$ cat src/rtl/mul_share_ctrl_if.sv
// Purpose : Bundle of the request, response and multiplier-core signals that
//           mul_share_ctrl arbitrates. Clock and reset stay plain ports.
// Modports: slave  - the controller (consumes requests, drives the core)
//           master - the client/core side (drives requests and mul_product)
// Signals : req{0,1}_valid/_a/_b/_ready   request handshakes, 8-bit operands
//           resp{0,1}_valid/_product/_ready response handshakes, 16-bit product
//           mul_start/mul_a/mul_b/mul_product shared multiplier core
//           busy                          controller not in IDLE
interface mul_share_ctrl_if;
  logic        req0_valid;
  logic [7:0]  req0_a;
  logic [7:0]  req0_b;
  logic        req0_ready;
  logic        req1_valid;
  logic [7:0]  req1_a;
  logic [7:0]  req1_b;
  logic        req1_ready;
  logic        resp0_valid;
  logic [15:0] resp0_product;
  logic        resp0_ready;
  logic        resp1_valid;
  logic [15:0] resp1_product;
  logic        resp1_ready;
  logic        mul_start;
  logic [7:0]  mul_a;
  logic [7:0]  mul_b;
  logic [15:0] mul_product;
  logic        busy;

  modport slave (
    input  req0_valid, req0_a, req0_b, req1_valid, req1_a, req1_b,
    input  resp0_ready, resp1_ready, mul_product,
    output req0_ready, req1_ready,
    output resp0_valid, resp0_product, resp1_valid, resp1_product,
    output mul_start, mul_a, mul_b, busy
  );

  modport master (
    output req0_valid, req0_a, req0_b, req1_valid, req1_a, req1_b,
    output resp0_ready, resp1_ready, mul_product,
    input  req0_ready, req1_ready,
    input  resp0_valid, resp0_product, resp1_valid, resp1_product,
    input  mul_start, mul_a, mul_b, busy
  );
endinterface

$ cat src/rtl/mul_share_ctrl.sv
// Purpose : Shares one sequential 8x8 multiplier core between two requesters.
//           Round-robin arbitration in IDLE, one-cycle restart pulse to the
//           core, fixed-latency wait, then the product is returned to the
//           owner over a valid/ready response held until taken.
// Ports   : clk    - rising-edge clock
//           areset - synchronous active-high reset
//           bus    - mul_share_ctrl_if.slave (requests, responses, core)
// Params  : MUL_LATENCY - cycles after the mul_start cycle until the core
//                         product is final (1..255)
//           CNT_W       - latency counter width, must hold MUL_LATENCY
module mul_share_ctrl #(
  parameter int unsigned MUL_LATENCY = 9,
  parameter int unsigned CNT_W       = 8
) (
  input  logic              clk,
  input  logic              areset,
  mul_share_ctrl_if.slave   bus
);

  typedef enum logic [1:0] {
    ST_IDLE  = 2'd0,
    ST_START = 2'd1,
    ST_WAIT  = 2'd2,
    ST_RESP  = 2'd3
  } state_e;

  state_e             state_q, state_d;
  logic               last_grant_q, last_grant_d;
  logic               owner_q, owner_d;
  logic [CNT_W-1:0]   cnt_q, cnt_d;
  logic [7:0]         mul_a_q, mul_a_d;
  logic [7:0]         mul_b_q, mul_b_d;
  logic               resp0_valid_q, resp0_valid_d;
  logic               resp1_valid_q, resp1_valid_d;
  logic [15:0]        resp0_product_q, resp0_product_d;
  logic [15:0]        resp1_product_q, resp1_product_d;

  logic               any_valid_s;
  logic               grant_s;
  logic               cnt_last_s;
  logic               resp_take_s;
  logic               req0_ready_s;
  logic               req1_ready_s;
  logic               mul_start_s;
  logic               busy_s;

  // Round-robin grant: a lone requester wins; on a tie the one not served last.
  always_comb begin
    any_valid_s = bus.req0_valid | bus.req1_valid;
    if (bus.req0_valid && bus.req1_valid) begin
      grant_s = ~last_grant_q;
    end else begin
      grant_s = bus.req1_valid;
    end
    cnt_last_s  = (cnt_q == CNT_W'(1));
    resp_take_s = owner_q ? (resp1_valid_q & bus.resp1_ready)
                          : (resp0_valid_q & bus.resp0_ready);
  end

  // State register and all datapath flops; reset beats every other update.
  always_ff @(posedge clk) begin
    if (areset) begin
      state_q         <= ST_IDLE;
      last_grant_q    <= 1'b1;
      owner_q         <= 1'b0;
      cnt_q           <= '0;
      mul_a_q         <= 8'd0;
      mul_b_q         <= 8'd0;
      resp0_valid_q   <= 1'b0;
      resp1_valid_q   <= 1'b0;
      resp0_product_q <= 16'd0;
      resp1_product_q <= 16'd0;
    end else begin
      state_q         <= state_d;
      last_grant_q    <= last_grant_d;
      owner_q         <= owner_d;
      cnt_q           <= cnt_d;
      mul_a_q         <= mul_a_d;
      mul_b_q         <= mul_b_d;
      resp0_valid_q   <= resp0_valid_d;
      resp1_valid_q   <= resp1_valid_d;
      resp0_product_q <= resp0_product_d;
      resp1_product_q <= resp1_product_d;
    end
  end

  // Next-state logic.
  always_comb begin
    state_d = state_q;
    case (state_q)
      ST_IDLE: begin
        if (any_valid_s) begin
          state_d = ST_START;
        end else begin
          state_d = ST_IDLE;
        end
      end
      ST_START: state_d = ST_WAIT;
      ST_WAIT: begin
        if (cnt_last_s) begin
          state_d = ST_RESP;
        end else begin
          state_d = ST_WAIT;
        end
      end
      ST_RESP: begin
        if (resp_take_s) begin
          state_d = ST_IDLE;
        end else begin
          state_d = ST_RESP;
        end
      end
      default: state_d = ST_IDLE;
    endcase
  end

  // Datapath next values: operand latch, latency counter, response capture.
  always_comb begin
    last_grant_d    = last_grant_q;
    owner_d         = owner_q;
    cnt_d           = cnt_q;
    mul_a_d         = mul_a_q;
    mul_b_d         = mul_b_q;
    resp0_valid_d   = resp0_valid_q;
    resp1_valid_d   = resp1_valid_q;
    resp0_product_d = resp0_product_q;
    resp1_product_d = resp1_product_q;
    case (state_q)
      ST_IDLE: begin
        if (any_valid_s) begin
          mul_a_d      = grant_s ? bus.req1_a : bus.req0_a;
          mul_b_d      = grant_s ? bus.req1_b : bus.req0_b;
          owner_d      = grant_s;
          last_grant_d = grant_s;
        end else begin
          owner_d      = owner_q;
        end
      end
      ST_START: begin
        cnt_d = CNT_W'(MUL_LATENCY);
      end
      ST_WAIT: begin
        cnt_d = cnt_q - CNT_W'(1);
        // Counter reading 1 marks the last WAIT cycle; the core is final now.
        if (cnt_last_s) begin
          if (owner_q) begin
            resp1_product_d = bus.mul_product;
            resp1_valid_d   = 1'b1;
          end else begin
            resp0_product_d = bus.mul_product;
            resp0_valid_d   = 1'b1;
          end
        end else begin
          cnt_d = cnt_q - CNT_W'(1);
        end
      end
      ST_RESP: begin
        if (resp_take_s) begin
          if (owner_q) begin
            resp1_valid_d = 1'b0;
          end else begin
            resp0_valid_d = 1'b0;
          end
        end else begin
          owner_d = owner_q;
        end
      end
      default: begin
        cnt_d = '0;
      end
    endcase
  end

  // Outputs decoded from state; ready is combinational so a request is taken
  // in the same cycle it is granted.
  always_comb begin
    req0_ready_s = 1'b0;
    req1_ready_s = 1'b0;
    if ((state_q == ST_IDLE) && !areset && any_valid_s) begin
      req0_ready_s = ~grant_s;
      req1_ready_s = grant_s;
    end else begin
      req0_ready_s = 1'b0;
      req1_ready_s = 1'b0;
    end
    mul_start_s = (state_q == ST_START);
    busy_s      = (state_q != ST_IDLE);
  end

  assign bus.req0_ready    = req0_ready_s;
  assign bus.req1_ready    = req1_ready_s;
  assign bus.mul_start     = mul_start_s;
  assign bus.busy          = busy_s;
  assign bus.mul_a         = mul_a_q;
  assign bus.mul_b         = mul_b_q;
  assign bus.resp0_valid   = resp0_valid_q;
  assign bus.resp1_valid   = resp1_valid_q;
  assign bus.resp0_product = resp0_product_q;
  assign bus.resp1_product = resp1_product_q;

endmodule

$ cat src/flat_wrapper.sv
// flat-port wrapper written by rule: the top's interface ports become plain ports
module mul_share_ctrl_flat 
#(
  parameter int unsigned MUL_LATENCY = 9,
  parameter int unsigned CNT_W       = 8
)
  (clk, areset, bus_req0_valid, bus_req0_a, bus_req0_b, bus_req1_valid, bus_req1_a, bus_req1_b, bus_resp0_ready, bus_resp1_ready, bus_mul_product, bus_req0_ready, bus_req1_ready, bus_resp0_valid, bus_resp0_product, bus_resp1_valid, bus_resp1_product, bus_mul_start, bus_mul_a, bus_mul_b, bus_busy);
  mul_share_ctrl_if bus_i ();
  input  logic clk;
  input  logic areset;
  input wire logic [$bits(bus_i.req0_valid)-1:0] bus_req0_valid;
  input wire logic [$bits(bus_i.req0_a)-1:0] bus_req0_a;
  input wire logic [$bits(bus_i.req0_b)-1:0] bus_req0_b;
  input wire logic [$bits(bus_i.req1_valid)-1:0] bus_req1_valid;
  input wire logic [$bits(bus_i.req1_a)-1:0] bus_req1_a;
  input wire logic [$bits(bus_i.req1_b)-1:0] bus_req1_b;
  input wire logic [$bits(bus_i.resp0_ready)-1:0] bus_resp0_ready;
  input wire logic [$bits(bus_i.resp1_ready)-1:0] bus_resp1_ready;
  input wire logic [$bits(bus_i.mul_product)-1:0] bus_mul_product;
  output wire logic [$bits(bus_i.req0_ready)-1:0] bus_req0_ready;
  output wire logic [$bits(bus_i.req1_ready)-1:0] bus_req1_ready;
  output wire logic [$bits(bus_i.resp0_valid)-1:0] bus_resp0_valid;
  output wire logic [$bits(bus_i.resp0_product)-1:0] bus_resp0_product;
  output wire logic [$bits(bus_i.resp1_valid)-1:0] bus_resp1_valid;
  output wire logic [$bits(bus_i.resp1_product)-1:0] bus_resp1_product;
  output wire logic [$bits(bus_i.mul_start)-1:0] bus_mul_start;
  output wire logic [$bits(bus_i.mul_a)-1:0] bus_mul_a;
  output wire logic [$bits(bus_i.mul_b)-1:0] bus_mul_b;
  output wire logic [$bits(bus_i.busy)-1:0] bus_busy;
  assign bus_i.req0_valid = bus_req0_valid;
  assign bus_i.req0_a = bus_req0_a;
  assign bus_i.req0_b = bus_req0_b;
  assign bus_i.req1_valid = bus_req1_valid;
  assign bus_i.req1_a = bus_req1_a;
  assign bus_i.req1_b = bus_req1_b;
  assign bus_i.resp0_ready = bus_resp0_ready;
  assign bus_i.resp1_ready = bus_resp1_ready;
  assign bus_i.mul_product = bus_mul_product;
  assign bus_req0_ready = bus_i.req0_ready;
  assign bus_req1_ready = bus_i.req1_ready;
  assign bus_resp0_valid = bus_i.resp0_valid;
  assign bus_resp0_product = bus_i.resp0_product;
  assign bus_resp1_valid = bus_i.resp1_valid;
  assign bus_resp1_product = bus_i.resp1_product;
  assign bus_mul_start = bus_i.mul_start;
  assign bus_mul_a = bus_i.mul_a;
  assign bus_mul_b = bus_i.mul_b;
  assign bus_busy = bus_i.busy;
  mul_share_ctrl #(.MUL_LATENCY(MUL_LATENCY), .CNT_W(CNT_W)) u_core (.clk(clk), .areset(areset), .bus(bus_i));
endmodule
$ cat config.mk
export PLATFORM = sky130hd
export DESIGN_NAME = mul_share_ctrl_flat
export DESIGN_NICKNAME = d
export VERILOG_FILES = /design/src/rtl/mul_share_ctrl_if.sv /design/src/rtl/mul_share_ctrl.sv /design/src/flat_wrapper.sv
export SDC_FILE = /design/constraint.sdc
export NUM_CORES = 1
export LEC_CHECK = 0
export CORE_MARGIN = 2
export CORE_UTILIZATION = 46
export DETAILED_ROUTE_END_ITERATION = 8
export PLACE_DENSITY_LB_ADDON = 0.12
export SLEW_MARGIN = 20
export SYNTH_ARGS = -nofsm -noshare
export SYNTH_HDL_FRONTEND = slang
export SYNTH_SLANG_ARGS = --single-unit
$ cat constraint.sdc
create_clock -name clk -period 3.3 [get_ports clk]
set_input_delay 0.495 -clock clk [delete_from_list [all_inputs] [get_ports clk]]
set_output_delay 0.495 -clock clk [all_outputs]
set_load 0.1 [all_outputs]
==> flow_summary.json <==
{
  "netlist_instances": 291,
  "syn_to_final_growth_pct": 48.76,
  "post_cts_buffers": 0,
  "r2r-start": "u_core.state_q[1]",
  "peakVddDrop_mv": 0.5418,
  "synth-async-reset-ratio": 0,
  "synth_area_um2": 2679,
  "grt_pass1_wl_um": 10140,
  "post-synth-top-count-cell": "dfxtp_1",
  "min_period_ps": 2394,
  "gr-usage-all-layers": 0.2070,
  "rows": 27,
  "hold_end": "u_core.bus.resp1_product[9]",
  "first_iter_violations": 121,
  "required_ps": 2800,
  "drt-vias-per-instance": 5.089,
  "r2r_end": "u_core.cnt_q[7]",
  "crit_type": "register to output port",
  "crit_path_end_kind": "output port",
  "synth.avg_cell_area_um2": 9.206,
  "cp_max_fo": 4,
  "cts_buffers": 9,
  "cts.repair.resized": 0,
  "crit_family": "buffers and inverters",
  "fmax_mhz": 417.7,
  "drv_slew": 0,
  "setup-violations-final": 0,
  "status": "complete, no violations",
  "drt_wl_total_um": 6340,
  "cts_buffer_depth": 2,
  "synth_fp_nets": 352,
  "yosysTopAreaCell": "dfxtp_1",
  "pin_count": 108,
  "routedWlPerCell_um": 13.43,
  "drive_above_1_share": 0.08500,
  "yosysSeqAreaShare": 0.4633,
  "worstHoldPathType": "register to register",
  "clk_latency_ps": 350,
  "drcViolationCount": 0,
  "fin_crit_sh": 0.7255,
  "root_buffer": "clkbuf_8",
  "grt-ovfl-total": 0,
  "yosys.area.top_type_share": 0.4633,
  "dp.final_hpwl_um": 4605,
  "ys.flop_type": "dfxtp_1",
  "cap_violations": 0,
  "grt_pass1_vias": 2200,
  "cts.sinks": 62,
  "hold_buffers": 0,
  "max_stage_delay_ps": 1160,
  "rsz0062_at_grt": "false",
  "crit_chain": "clkdlybuf4s50_1",
  "antenna_cells": 0,
  "yosysWarnings": 0,
  "path_buf_inv": 1,
  "ys_top_cells_by_area": "dfxtp_1 (46%), mux2i_1 (18%), nand2_1 (8.0%)",
  "fin_skew_ps": 8.976,
  "p_total_uw": 2527,
  "core_area_um2": 5574,
  "hp-start": "u_core.bus.resp1_product[9]",
  "ant_nets": 0,
  "reg2reg_slack_ps": 1310,
  "slowest_stage": "clkdlybuf4s50_1",
  "start_util": 0.4806,
  "synth_common_cells": "dfxtp_1 (62), nand2_1 (57), mux2i_1 (49)",
  "hold_depth": 2,
  "dr_total_vias": 2402,
  "synth-edff-count": 0,
  "antenna_found_initial": 0,
  "worst_pin_slew_ps": 1006,
  "grt_max_degree": 34,
  "p_leak_uw": 0.001591,
  "post-route-util": 0.7149,
  "hold_slack_ps": 453.7,
  "slew_headroom": 0.3275,
  "first_pass_iters": 5,
  "setup-tns-final_ps": 0,
  "htreeDepth": 3,
  "die-area_um2": 6450,
  "portBuffers": 107,
  "synth.distinct_cells": 35,
  "die_y_um": 80.31,
  "critPathLaunchType": "register",
  "powerDensity_nw_per_um2": 634.2,
  "cts.clk_slew.worst_paths_ps": 70,
  "tritoncts": "done",
  "nets": 456,
  "r2r_cells": 5,
  "die_w_um": 80.31,
  "hold_violations": 0,
  "cp.arrival_ps": 1900,
  "worst-path-stages": 1,
  "place_congestion": 0.7959,
  "ys_ff_latch": 62
}
[sequential cells by signal (all words and copies together), names as in the netlist]
signal                    cells
u_core.cnt_q                  8
u_core.bus.mul_b              8
u_core.owner_q                1
u_core.bus.resp0_product     16
u_core.last_grant_q           1
u_core.bus.mul_a              8
u_core.bus.resp1_product     16
u_core.bus.resp1_valid        1
u_core.bus.resp0_valid        1
u_core.state_q                2
[cells in the final DEF (no fill, tap or decap), drive strengths merged, types with 2 or more instances in the layout]
cell,Yosys,routed
clkdlybuf4s50,0,102
mux2i,49,49
nor3,2,2
xor2,2,2
o211ai,4,4
inv,9,9
a211o,2,2
and3,2,2
or3b,2,2
a311oi,2,2
clkinv,0,4
nand2,57,57
ha,7,7
or4,3,3
nor2,6,6
nor4,2,2
dfxtp,62,62
clkbuf,12,10
buf,7,10
o31ai,2,2
o21ai,22,22
or3,3,3
a21oi,22,22
nand3,4,4
[power breakdown]
part	switching [uW]	internal, uW
Clock	302	366
Combinational	663	292
Sequential	71.1	834
[routing by layer]
layer  vias to the layer above  track usage  part of all wire
li1                       1225            -                 -
met1                      1095       0.2437              0.42
met2                        74       0.3142              0.47
met3                         8       0.1124             0.093
met4                         0      0.08136             0.014
met5                         -            0                 0
[final cells by class]
type / count / area [um^2]
flip-flops and latches: 62 / 1241
fillers: 459 / 1589
multi-input cells: 201 / 1325
inverters: 9 / 33.78
repair buffers: 112 / 1096
clock buffers: 10 / 137.6
clock inverters: 6 / 61.31
well taps: 72 / 90.09
[worst max-delay path by stage]
stage | slack, ps | endpoint | from
after CTS | 900 | bus_resp1_valid | u_core.bus.resp1_valid
final | 910 | bus_resp1_valid | u_core.bus.resp1_valid
after global routing | 860 | bus_resp1_valid | u_core.bus.resp1_valid
after detailed placement | 910 | u_core.bus.mul_a[6] | areset
after floorplan | 290 | bus_req1_ready | bus_req1_valid
after global placement | 980 | u_core.bus.mul_a[1] | areset
[logic make-up after synthesis]
family,Yosys count,synth area share
XOR/XNOR,2,0.006540
multiplexers,49,0.1831
flip-flops,62,0.4633
AND/OR/NAND/NOR,86,0.1490
adder cells (fa/ha/maj),7,0.03269
buffers and inverters,28,0.04530
AO/OA/AOI/OAI,57,0.1200
[stage by stage]
step           std cells  area (um^2)  setup slack (ps)
5_1_grt              472         3985             859.3
3_3_place_gp         456         3786             975.1
2_1_floorplan        291         2684             286.2
4_1_cts              472         3985             899.6
6_report             472         3985             905.9
3_5_place_dp         456         3786             912.1
No activity file was read; power rests on OpenSTA's default activity.
